**src/rtl/addr_seq_nb.sv**
```systemverilog
// Chunked multi-cycle adder: CHUNK bits of a+b+cin per cycle, carry registered between chunks.
// Latency: out_valid rises NCHUNK cycles after the accept edge; one op per NCHUNK+2 cycles.
// Backpressure: the result is held in DONE while out_ready is low; in_ready stays low until released.
module addr_seq_nb #(
    parameter int WIDTH = 8,
    parameter int CHUNK = 4
) (
    input  logic             clk,
    input  logic             rst_n,
    input  logic             in_valid,
    output logic             in_ready,
    input  logic [WIDTH-1:0] a,
    input  logic [WIDTH-1:0] b,
    input  logic             cin,
    output logic             out_valid,
    input  logic             out_ready,
    output logic [WIDTH-1:0] sum,
    output logic             cout,
    output logic             ovf,
    output logic             busy
);
    localparam int NCHUNK = WIDTH / CHUNK;
    localparam int IW     = (NCHUNK > 1) ? $clog2(NCHUNK) : 1;
    localparam logic [IW-1:0] LAST_IDX = IW'(NCHUNK - 1);

    typedef enum logic [1:0] {IDLE, CALC, DONE} state_t;

    state_t           state, state_nxt;
    logic [IW-1:0]    idx;
    logic             carry;
    logic [WIDTH-1:0] a_q, b_q, sum_q;
    logic             cout_q, ovf_q;
    logic [CHUNK:0]   chunk_sum;
    logic             last;

    assign last      = (idx == LAST_IDX);
    assign chunk_sum = {1'b0, a_q[idx*CHUNK +: CHUNK]} + {1'b0, b_q[idx*CHUNK +: CHUNK]}
                     + {{CHUNK{1'b0}}, carry};

    always_ff @(posedge clk or negedge rst_n) begin
        if (!rst_n) state <= IDLE;
        else        state <= state_nxt;
    end

    always_comb begin
        state_nxt = state;
        case (state)
            IDLE:    if (in_valid)  state_nxt = CALC;
            CALC:    if (last)      state_nxt = DONE;
            DONE:    if (out_ready) state_nxt = IDLE;
            default:                state_nxt = IDLE;
        endcase
    end

    always_ff @(posedge clk or negedge rst_n) begin
        if (!rst_n) begin
            idx    <= '0;
            carry  <= 1'b0;
            a_q    <= '0;
            b_q    <= '0;
            sum_q  <= '0;
            cout_q <= 1'b0;
            ovf_q  <= 1'b0;
        end else begin
            case (state)
                IDLE: begin
                    if (in_valid) begin
                        a_q   <= a;
                        b_q   <= b;
                        carry <= cin;
                        idx   <= '0;
                    end
                end
                CALC: begin
                    sum_q[idx*CHUNK +: CHUNK] <= chunk_sum[CHUNK-1:0];
                    carry <= chunk_sum[CHUNK];
                    if (last) begin
                        // idx parks at 0 so the chunk select never points past the operand
                        idx    <= '0;
                        cout_q <= chunk_sum[CHUNK];
                        ovf_q  <= (a_q[WIDTH-1] == b_q[WIDTH-1]) &&
                                  (chunk_sum[CHUNK-1] != a_q[WIDTH-1]);
                    end else begin
                        idx <= idx + 1'b1;
                    end
                end
                default: ;
            endcase
        end
    end

    assign in_ready  = (state == IDLE);
    assign out_valid = (state == DONE);
    assign busy      = (state != IDLE);
    assign sum       = sum_q;
    assign cout      = cout_q;
    assign ovf       = ovf_q;
endmodule

```
**config.mk**
```make
export PLATFORM = sky130hd
export DESIGN_NAME = addr_seq_nb
export DESIGN_NICKNAME = d
export VERILOG_FILES = /design/src/rtl/addr_seq_nb.sv
export SDC_FILE = /design/constraint.sdc
export NUM_CORES = 1
export LEC_CHECK = 0
export BUFFER_PORTS_ARGS = -buffer_cell sky130_fd_sc_hd__buf_2
export CORE_MARGIN = 1
export CORE_UTILIZATION = 56
export CTS_CLUSTER_DIAMETER = 150
export DETAILED_ROUTE_END_ITERATION = 8
export GPL_TIMING_DRIVEN = 0
export HOLD_SLACK_MARGIN = 0.08
export PLACE_DENSITY = 0.87
export SETUP_SLACK_MARGIN = 0.5
export SLEW_MARGIN = 20
export SYNTH_ARGS = -nofsm -noshare
export SYNTH_HDL_FRONTEND = slang
export SYNTH_SLANG_ARGS = --single-unit
```
**constraint.sdc**
```tcl
create_clock -name clk -period 4.61 [get_ports clk]
set_input_delay 0 -clock clk [delete_from_list [all_inputs] [get_ports clk]]
set_output_delay 0 -clock clk [all_outputs]
set_load 0.01 [all_outputs]
```
# Word-level counts from Yosys, hierarchy flattened
# Index checks and enable logic that the tools add are counted.
# word_totals
elab_cells	41
output_inout_bits	13
reg_bits	30
# classes
n_eq_ne	7
n_reduce_logical	8
shifts	4
n_mux	10
addsub	4
# op_table
operator	count
3-bit negation with 34-bit output	1
4-bit by 34-bit variable shift with 8-bit output (first input constant)	1
4-bit by 34-bit indexed part select with 8-bit output	1
8-bit by 4-bit indexed part select with 4-bit output	2
8-bit bitwise mux	1
2-bit 2-to-1 mux	3
2-bit case mux with 3 select lines	1
2-bit AND reduction	3
4-bit by 4-bit adder with 5-bit output	1
5-bit by 1-bit adder with 5-bit output	1
2-bit inequality test (second input constant)	2
1-bit case mux with 2 select lines	2
2-bit nonzero test	2
1-bit 2-to-1 mux	3
3-bit AND reduction	1
2-bit by 1-bit == test with 1-bit output (second input constant)	1
2-bit == test (second input constant)	1
2-bit zero test	1
2-bit by 1-bit inequality test with 1-bit output (second input constant)	1
1-bit adder (second input constant)	1
1-bit == test	1
1-bit logical AND	1
1-bit inequality test	1

# Depth between registers and ports, before layout
# depth
depth_word	5
depth_mapped	9
mapped_depth_nobuf	8

# Least setup slack after synthesis
# No wires, ideal clock.
# synth_path
path_kind	reg-to-reg
start	register idx
end	register cout_q (netlist: cout)
setup_time_ps	128
period_less_slack_ps	2110
t_required_ps	4482
stages_incl_launch_ff	10
slack_ps	2500
t_arrival_ps	1982
path_cell_list	dfrtp_1 buf_2 mux2_2 fa_1 inv_1 fa_1 inv_1 a21o_1 a21oi_1 o21ai_0
# synth_between
elab_chain_len	3
# synth_rtl
element	line	text
from (decl)	29	logic [IW-1:0] idx;
from (signal assigned)	84	idx <= idx + 1'b1;
8-bit by 4-bit indexed part select with 4-bit output	37	assign chunk_sum = {1'b0, a_q[idx*CHUNK +: CHUNK]} + {1'b0, b_q[idx*CHUNK +: CHUNK]}
4-bit by 4-bit adder with 5-bit output	37	
5-bit by 1-bit adder with 5-bit output	38	+ {{CHUNK{1'b0}}, carry};
to (signal assigned)	80	cout_q <= chunk_sum[CHUNK];
to (decl)	32	logic cout_q, ovf_q;
# Parallel ways exist; a longest one is shown, timed or not.
# A chain may end at the register's enable or synchronous reset.

# Worst setup path in the final report
# Ends and elaborated chain as after synthesis.

==> impl_metrics.toml <==
[power_and_ir_drop]
cell_internal_pwr_uw = 874
pwr-share-comb_pct = 55.1
leakagePower_nw = 0.941
p_per_area_nw_per_um2 = 745
p_seq_share_pct = 34.3
swShare_pct = 38.5
power_mw = 1.42
ir_drop_v = 0.000521
switchingPower_uw = 548
p_clk_share_pct = 10.6

[layout]
drive_gt1_share_pct = 40.6
multiInputGateArea_um2 = 646
ff_latch_area_um2 = 751
area_delta_synth_final_pct = 30.3
nNetsFinal = 202
finish.utilization_pct = 77.1
fillers = 175
antenna_cells = 0

[timing]
final-max-slew-violation-count = 0
maxSlewHeadroom_pct = 57.6
worstMarginPinSlew_ps = 636
finalSetupViolCount = 0
fin_ws_ps = 2260
fin_crit_sh_pct = 51.0
fin_crit_ps = 2350
tns_ps = 0
clock_skew_ps = 4.97
rsz0062_at_grt = "false"
fmax_mhz = 425
hold_viol = 0

[run]
max_cap_violations = 0

[floorplanning]
row_count = 18
dieArea_um2 = 2820
initial_core_util_pct = 59.1
core_area_um2 = 2480
die_h_um = 53.2
die_w_um = 53.2
io_pins = 34

[routing]
dr.pass1.iters = 4
avgRoutedWirePerCell_um = 13.9
drtAntennaViolNets = 0
vias = 1062
viasPerCell = 5.18
first_iter_violations = 6
finalWirelength_um = 2860
drc = 0

[critical_path]
criticalPathCategory = "reg -> reg"
crit_slowest_cell = "fa_1"
worstSetupStartpointType = "flip-flop"
reg2reg_to = "cout$_DFFE_PN0P_"
endpoint_kind = "flip-flop"
path_max_fanout = 10
cpPeakStageDelay_ps = 420
worst-path-buf-inv = 3
regToRegStartpoint = "idx$_DFFE_PN0P_"
reg2reg_slack_ps = 2260
crit_family = "adder cells"
worstPathRequired_ps = 4810
worstRegToRegCells = 9
crit_cells = 9
path_cells = "buf_2 > mux2_2 > fa_1 > inv_1 > fa_1 > inv_1 > a21o_1 > a21oi_1 > o21ai_0"
worst_ep_arrival_time_ps = 2560

[logic_synthesis]
synth_warnings = 0
ys_async_sr_fraction_pct = 100
syn_nets = 143
synth_seq_cells = 30
netlist_top_cells_area = "dfrtp_1 51%, mux2_2 12%, mux2_4 9.2%, nand2_1 2.8%, fa_1 2.7%"
synthFlopType = "dfrtp_1"
seq_area_frac_synth_pct = 51.2
yosys.cell_types.count = 27
yosysMostFrequentCell = "dfrtp_1"
synth_top_area_share_pct = 51.2
synth_edf_count = 0
synth_area_um2 = 1470
synth_area_per_cell_um2 = 12.5
postSynthCellCount = 117
yosysTopAreaCell = "dfrtp_1"
ys_top_cells_by_count = "30 x dfrtp_1, 15 x mux2_2, 11 x nand2_1"

[placed_design]
dpl.hpwl_um = 1960
pre_cts_ws_ps = 2260
place.gp.congestion = 0.785
io_buffers = 33

[run_status]
status = "completed"

[cts]
worstSkewPairLatency_ps = 320
clk_pin_slew_worst_paths_ps = 90
cts.htree.levels = 2
cts_made_buffers = 5
cts_sinks = 30
root_buffer = "clkbuf_4"
clock_path_buffers = 2
ctsResizeCount = 0
post-cts-setup-buffer-count = 0
cts_tree = "done"

[global_routing]
grt_usage_pct = 23.5
grt_max_degree = 31
grt.overflow.total = 0
grt_pass1_wl_um = 4490
antenna_found_initial = 0
grt_pass1_vias = 1066

[min_path]
holdCritPathClass = "in -> reg"
min_path_cells = 5
hp-start = "cin"
hold_path_end = "carry$_DFFE_PN0P_"
-- state kept, by name (all words and copies together), names as in the netlist --
name	cells
idx	1
sum	8
a_q	8
carry	1
b_q	8
state	2
ovf	1
cout	1
-- metal layers --
layer / share of wire, % / routed length [µm] / vias up / global-route usage (%)
met5: 0 / 0 / - / 0
met2: 51 / 1460 / 33 / 41.1
met1: 42 / 1210 / 501 / 26.2
li1: - / - / 519 / -
met4: 2.0 / 56 / 0 / 11.8
met3: 4.5 / 129 / 9 / 6.03
-- logic make-up (layout without fill, tap and decap cells) --
logic type      Yosys count  count (layout)  share of synthesized area [%]
mux                      26              26                           22.1
compound gates           18              18                           7.26
flops                    30              30                           51.2
buf+inv                  11              69                           4.70
simple gates             25              25                           8.20
fa+ha+maj                 5               5                           5.30
xor+xnor                  2               2                           1.20
-- repair_timing --
action | in CTS | in global routing
hold buffers | 19 | 0
endpoints found under the hold margin | 49 | 0
endpoints found under the setup margin | 0 | 0
-- power groups by stage --
stage	clock network, mW	registers (mW)	logic, mW
6_report	0.151	0.488	0.783
5_1_grt	0.163	0.507	0.871
4_1_cts	0.153	0.488	0.792
3_5_place_dp	0	0.493	0.775
3_3_place_gp	0	0.481	0.739
2_1_floorplan	0	0.489	0.575
-- layout by cell type (no fill, tap or decap) --
master and n:
a211o_1 1, a21o_1 2, a21oi_1 4, and2_4 1
and2b_2 1, buf_12 1, buf_2 36, buf_6 1
clkbuf_4 5, clkbuf_8 1, dfrtp_1 30, dlygate4sd3_1 19
fa_1 2, ha_1 3, inv_1 6, mux2_2 15
mux2_4 9, mux2i_1 2, nand2_1 11, nand2b_1 2
nand3_1 2, nor2_1 5, nor2_2 1, nor3b_1 1
o2111ai_1 1, o21ai_0 8, o22ai_1 1, o31ai_1 1
or3_1 1, xor2_1 2
-- final cells by class --
class,count,share of cell area (%)
tap,30,1.97
multi-input combinational,76,33.8
inverter,6,1.18
clock buffer,6,2.69
timing repair buffer,52,18.6
sequential,30,39.3
buffer,5,2.42
-- worst register-to-register path: stages (launching register included) --
cell     delay [ps]
dfrtp_1         370
buf_2           260
mux2_2          390
fa_1            420
inv_1            90
fa_1            200
inv_1            50
a21o_1          170
a21oi_1         190
o21ai_0         100
-- per-stage QoR --
stage / cells / cell area (µm²) / hold WS (ps)
after floorplan: 117 / 1470 / -296
after global placement: 180 / 1670 / 50.0
after detailed placement: 180 / 1670 / 64.3
after CTS: 205 / 1910 / 141
after global routing: 205 / 1910 / 220
final: 205 / 1910 / 146
-- worst max-delay path by stage --
stage / startpoint / slack (ps) / to
2_1_floorplan: idx$_DFFE_PN0P_ / 2500 / cout$_DFFE_PN0P_
3_3_place_gp: idx$_DFFE_PN0P_ / 2330 / cout$_DFFE_PN0P_
3_5_place_dp: idx$_DFFE_PN0P_ / 2260 / cout$_DFFE_PN0P_
4_1_cts: idx$_DFFE_PN0P_ / 2250 / cout$_DFFE_PN0P_
5_1_grt: idx$_DFFE_PN0P_ / 2090 / cout$_DFFE_PN0P_
6_report: idx$_DFFE_PN0P_ / 2260 / cout$_DFFE_PN0P_
(Power assumes the default switching activity.)
